==> src/rtl/j11dl11.sv <==
// j11dl11: DL11-style console register responder with receive FIFO, transmit handoff and loopback
module j11dl11 #(
  parameter int RXDEPTH = 4
) (
  input  logic        clk,
  input  logic        rst,
  input  logic        uartreq,
  input  logic [2:0]  uartaddr,
  input  logic        uartwr,
  input  logic [15:0] uartwdata,
  output logic        uartack,
  output logic [15:0] uartrdata,
  input  logic        rxstb,
  input  logic [7:0]  rxdata,
  output logic        txvalid,
  output logic [7:0]  txdata,
  input  logic        txready,
  output logic        rxirq,
  output logic        txirq
);
  localparam int AW = $clog2(RXDEPTH);
  logic [7:0]    mem_q [RXDEPTH];
  logic [AW-1:0] rp_q, rp_d, wp_q, wp_d, wp2;
  logic [AW:0]   cnt_q, cnt_d, room;
  logic          ovr_q, ovr_d, rie_q, rie_d, tie_q, tie_d, maint_q, maint_d;
  logic          ready_q, ready_d, txv_q, txv_d, lb_q, lb_d, ack_q, ack_d;
  logic [7:0]    txb_q, txb_d, head;
  logic [15:0]   rdata_q, rdata_d;
  logic [1:0]    sel;
  logic          wr, rd, done, pop, ok1, ok2, xw, rbuf_rd;
  logic          unused_ok;
  assign unused_ok = ^{uartaddr[0], uartwdata[15:8]};
  // Decode accesses, arbitrate FIFO pushes/pop, and compute next register state
  always_comb begin
    sel     = uartaddr[2:1];
    wr      = uartreq & uartwr;
    rd      = uartreq & ~uartwr;
    done    = cnt_q != '0;
    head    = done ? mem_q[rp_q] : 8'h00;
    rbuf_rd = rd & (sel == 2'd1);
    pop     = rbuf_rd & done;
    room    = (AW+1)'(RXDEPTH) - cnt_q + (AW+1)'(pop);
    ok1     = rxstb & (room != '0);
    ok2     = lb_q & ((room - (AW+1)'(ok1)) != '0);
    wp2     = ok1 ? wp_q + AW'(1) : wp_q;
    cnt_d   = cnt_q + (AW+1)'(ok1) + (AW+1)'(ok2) - (AW+1)'(pop);
    wp_d    = wp_q + AW'(ok1) + AW'(ok2);
    rp_d    = rp_q + AW'(pop);
    ovr_d   = (ovr_q & ~rbuf_rd) | (rxstb & ~ok1) | (lb_q & ~ok2);
    rie_d   = (wr & (sel == 2'd0)) ? uartwdata[6] : rie_q;
    tie_d   = (wr & (sel == 2'd2)) ? uartwdata[6] : tie_q;
    maint_d = (wr & (sel == 2'd2)) ? uartwdata[2] : maint_q;
    xw      = wr & (sel == 2'd3) & ready_q;
    txb_d   = xw ? uartwdata[7:0] : txb_q;
    txv_d   = xw ? ~maint_q : txv_q & ~txready;
    lb_d    = xw & maint_q;
    ready_d = xw ? 1'b0 : ready_q | (txv_q & txready) | lb_q;
    ack_d   = uartreq;
    rdata_d = !rd ? 16'h0000 :
              sel == 2'd0 ? {8'h00, done, rie_q, 6'b0} :
              sel == 2'd1 ? {ovr_q, ovr_q, 6'b0, head} :
              sel == 2'd2 ? {8'h00, ready_q, tie_q, 3'b0, maint_q, 2'b0} : 16'h0000;
  end
  // Register state; reset overrides every other event
  always_ff @(posedge clk) begin
    if (rst) begin
      rp_q    <= '0;
      wp_q    <= '0;
      cnt_q   <= '0;
      ovr_q   <= 1'b0;
      rie_q   <= 1'b0;
      tie_q   <= 1'b0;
      maint_q <= 1'b0;
      ready_q <= 1'b1;
      txv_q   <= 1'b0;
      lb_q    <= 1'b0;
      txb_q   <= 8'h00;
      ack_q   <= 1'b0;
      rdata_q <= 16'h0000;
    end else begin
      rp_q    <= rp_d;
      wp_q    <= wp_d;
      cnt_q   <= cnt_d;
      ovr_q   <= ovr_d;
      rie_q   <= rie_d;
      tie_q   <= tie_d;
      maint_q <= maint_d;
      ready_q <= ready_d;
      txv_q   <= txv_d;
      lb_q    <= lb_d;
      txb_q   <= txb_d;
      ack_q   <= ack_d;
      rdata_q <= rdata_d;
    end
  end
  // FIFO storage: received byte lands first, loopback byte behind it
  always_ff @(posedge clk) begin
    if (ok1) mem_q[wp_q] <= rxdata;
    if (ok2) mem_q[wp2] <= txb_q;
  end
  assign uartack   = ack_q & ~rst;
  assign uartrdata = rst ? 16'h0000 : rdata_q;
  assign txvalid   = txv_q;
  assign txdata    = txb_q;
  assign rxirq     = done & rie_q;
  assign txirq     = ready_q & tie_q;
endmodule

==> config.mk <==
export PLATFORM = sky130hd
export DESIGN_NAME = j11dl11
export DESIGN_NICKNAME = d
export VERILOG_FILES = /design/src/rtl/j11dl11.sv
export SDC_FILE = /design/constraint.sdc
export NUM_CORES = 1
export LEC_CHECK = 0
export BUFFER_PORTS_ARGS = -buffer_cell sky130_fd_sc_hd__buf_4
export CAP_MARGIN = 20
export CORE_MARGIN = 2
export CORE_UTILIZATION = 50
export DETAILED_ROUTE_END_ITERATION = 16
export PLACE_DENSITY = 0.76
export SYNTH_ARGS = -nofsm -noshare
export SYNTH_HDL_FRONTEND = slang
export SYNTH_SLANG_ARGS = --single-unit
==> constraint.sdc <==
create_clock -name clk -period 4.07 [get_ports clk]
set_input_delay 0.407 -clock clk [delete_from_list [all_inputs] [get_ports clk]]
set_output_delay 0.407 -clock clk [all_outputs]
set_load 0.005 [all_outputs]
==> flow_summary.yaml <==
synth:
  synth_ff_type: "edfxtp_1"
  synth_xor_area_frac: 0.0252
  synth_top_family_by_area: "multiplexers"
  syn_area_per_cell_um2: 12.3
  ys_warn_count: 0
  ys_ff_latch: 64
  synth_compound_area_frac: 0.0753
  yosys.area_share.adder: 0.0520
  synthMuxAreaShare: 0.202
  synthArstFlopShare: 0
  synth-edff-count: 32
  synthDistinctLibCells: 46
  synth_cells: 270
  synth_area_mm2: 0.00332
  ys_seq_area_frac: 0.482
  synth_simple_gate_area_frac: 0.112
timing:
  slew_violations: 0
  min_period_over_period: 0.913
  slew_headroom: 0.504
  finalHoldViolCount: 0
  setup_viol_count_final: 0
  worst_pin_slew_ns: 0.744
  fin_ws_ns: 0.353
  fin_crit_ns: 3.72
  clock_skew_ns: 0.00590
  rsz0062_at_grt: "false"
  finalSetupTns_ns: 0
  max_freq_ghz: 0.269
route:
  drc_errors: 0
  postRouteAntennaNets: 0
  wl_um: 6640
  routedWlPerCell_um: 16.5
  drtPass1Iterations: 4
  vias: 2216
  drt_iter0_drc: 104
  via_per_inst: 5.51
setup_path:
  arrival_ns: 3.94
  start_kind: "flop"
  crit_path_top_delay_cell: "dfxtp_1"
  worstPathRequired_ns: 4.29
  worst-setup-path-type: "flop to flop"
  cp_cell_sequence: "nor3_1 > nor3_1 > nand2_1 > ha_1 > inv_1 > ha_1 > xor2_2 > o21ai_1 > inv_1 > ha_1 > xor3_1 > o21a_1 > inv_4 > fa_1 > inv_1 > fa_1 > xnor2_1 > xnor2_1 > nor2_1"
  crit_path_end_kind: "flop"
  cp_max_fo: 5
  critical-path-max-stage-delay_ns: 0.48
clock_network:
  path_clk_slew_ns: 0.07
  cts.path.max_buffers: 2
  cts_buffers: 9
  clock-root-buffer: "clkbuf_8"
  hold_buffers: 0
  post_cts_resized: 0
  cts_tree: "built"
  htree_levels: 3
  clk-insertion-delay-late_ns: 0.34
  clock_sinks: 64
  cts_setup_buffers: 0
power:
  p_per_area_mw_per_mm2: 500
  power.leakage_nw: 1.57
  ir_worst_vdd_uv: 381
global_routing:
  use_met1: 0.246
  grt_max_degree: 36
  overflow: 0
  grt_pass1_wl_um: 10800
  use_met2: 0.331
  grt.total_usage: 0.199
  antenna_found_initial: 0
  met3_usage: 0.0693
  grt_pass1_vias: 2167
  grt_busiest_layer: "met2"
place:
  io_buffers: 45
  dp_hpwl_um: 4640
  gp_congestion: 0.785
  preCtsSetupSlack_ns: 0.315
finish:
  diodes: 0
  fin_nets: 365
  layout-drive-gt1-share: 0.342
  area_delta_synth_final_pct: 18.7
die:
  coreArea_mm2: 0.00639
  die_h_um: 85.5
  rows: 29
  dieWidth_um: 85.5
  start_util: 0.520
  ioPinCount: 61
  dieArea_mm2: 0.00731
run_status:
  outcome: "complete, no violations"
flow_run:
  maxCapViolations: 0
hold_path:
  hp-class: "input pin to flop"
[cell type report]
class                   count  area (um^2)
repair buffers             54          405
flip-flops and latches     64         1600
clock buffers               9          124
clock inverters             7         95.1
well taps                  77         96.3
multi-input cells         179         1570
inverters                  12         47.5
fillers                   509         2440
[logic make-up after synthesis]
family | after synthesis
DFF | 64
AOI/OAI and AO/OA | 28
other | 1
muxes | 53
xor gates and xnor gates | 7
adders and majority gates | 12
and+or+nand+nor | 73
buffers and inverters | 32
[path summary, 6_finish.rpt]
path / start / endpoint / slack [ns] / cells after the start
setup reg to reg: cnt_q[2] / cnt_q[2] / 0.35 / 19
setup / recovery: cnt_q[2] / cnt_q[2] / 0.35 / 19
hold reg to reg: ovr_q / rdata_q[14] / 0.50 / 1
hold / removal: uartwdata[1] / txdata[1] / 0.29 / 3
[flip-flops by register name, indices dropped and copies added (netlist names)]
register and flops:
ack_q 1, cnt_q 3, lb_q 1, maint_q 1
mem_q 32, ovr_q 1, rdata_q 9, ready_q 1
rie_q 1, rp_q 2, tie_q 1, txdata 8
txvalid 1, wp_q 2
[stage by stage]
step	power, mW	hold WS (ns)	util	cell area, um^2	instances
finish	1.97	0.288	0.618	3940	402
CTS	1.99	0.277	0.618	3940	402
global route	2.09	0.281	0.618	3940	402
floorplan	1.23	0.453	-	3340	275
detailed placement	1.40	0.484	0.583	3720	386
global placement	1.37	0.476	0.583	3720	386
[cell usage after synthesis (2+ instances only)]
library cell | count | area, um^2
a21oi_1 | 3 | 15.0
a21oi_4 | 3 | 48.8
a31oi_1 | 3 | 18.8
a41oi_1 | 3 | 26.3
and3_1 | 6 | 37.5
buf_4 | 7 | 52.6
buf_6 | 2 | 22.5
clkbuf_1 | 9 | 33.8
dfxtp_1 | 32 | 641
edfxtp_1 | 32 | 961
fa_1 | 3 | 60.1
ha_1 | 9 | 113
inv_1 | 11 | 41.3
mux2_1 | 5 | 56.3
mux2_2 | 28 | 315
mux2i_1 | 12 | 120
mux4_2 | 8 | 180
nand2_1 | 7 | 26.3
nand2b_1 | 4 | 25.0
nor2_1 | 25 | 93.8
nor2b_1 | 20 | 125
nor3_1 | 5 | 25.0
nor3b_1 | 3 | 22.5
o2111ai_1 | 2 | 17.5
o32ai_1 | 3 | 26.3
xnor2_1 | 5 | 43.8
[placed cells by master, fill, tap and decap left out, types with 2 or more instances in the layout]
| cell type | count |
|---|---|
| buf_4 | 54 |
| dfxtp_1 | 32 |
| edfxtp_1 | 32 |
| mux2_2 | 28 |
| nor2_1 | 25 |
| nor2b_1 | 20 |
| mux2i_1 | 12 |
| inv_1 | 11 |
| ha_1 | 9 |
| clkbuf_8 | 9 |
| mux4_2 | 8 |
| nand2_1 | 7 |
| and3_1 | 6 |
| conb_1 | 6 |
| nor3_1 | 5 |
| xnor2_1 | 5 |
| mux2_1 | 5 |
| nand2b_1 | 4 |
| a41oi_1 | 3 |
| a21oi_4 | 3 |
| nor3b_1 | 3 |
| a31oi_1 | 3 |
| o32ai_1 | 3 |
| a21oi_1 | 3 |
| fa_1 | 3 |
| clkinvlp_4 | 3 |
| o2111ai_1 | 2 |
| bufinv_16 | 2 |
[critical path, delay by kind of cell (launching register included)]
kind,cells,cell delay (ns)
buf+inv,4,0.34
compound gates,2,0.33
simple gates,4,0.53
fa+ha+maj,5,1.16
flops,1,0.48
xor+xnor,4,0.74
[per-layer routing]
layer	wire length [um]	vias up
met5	0	-
met4	78	0
met3	474	6
met2	3330	79
met1	2760	1066
li1	-	1065
[power by group]
part | switching (mW) | leakage, nW | internal, mW
combinational | 0.293 | 0.921 | 0.257
clock | 0.251 | 0.0995 | 0.344
sequential | 0.0565 | 0.552 | 0.772
(Power assumes the default switching activity.)
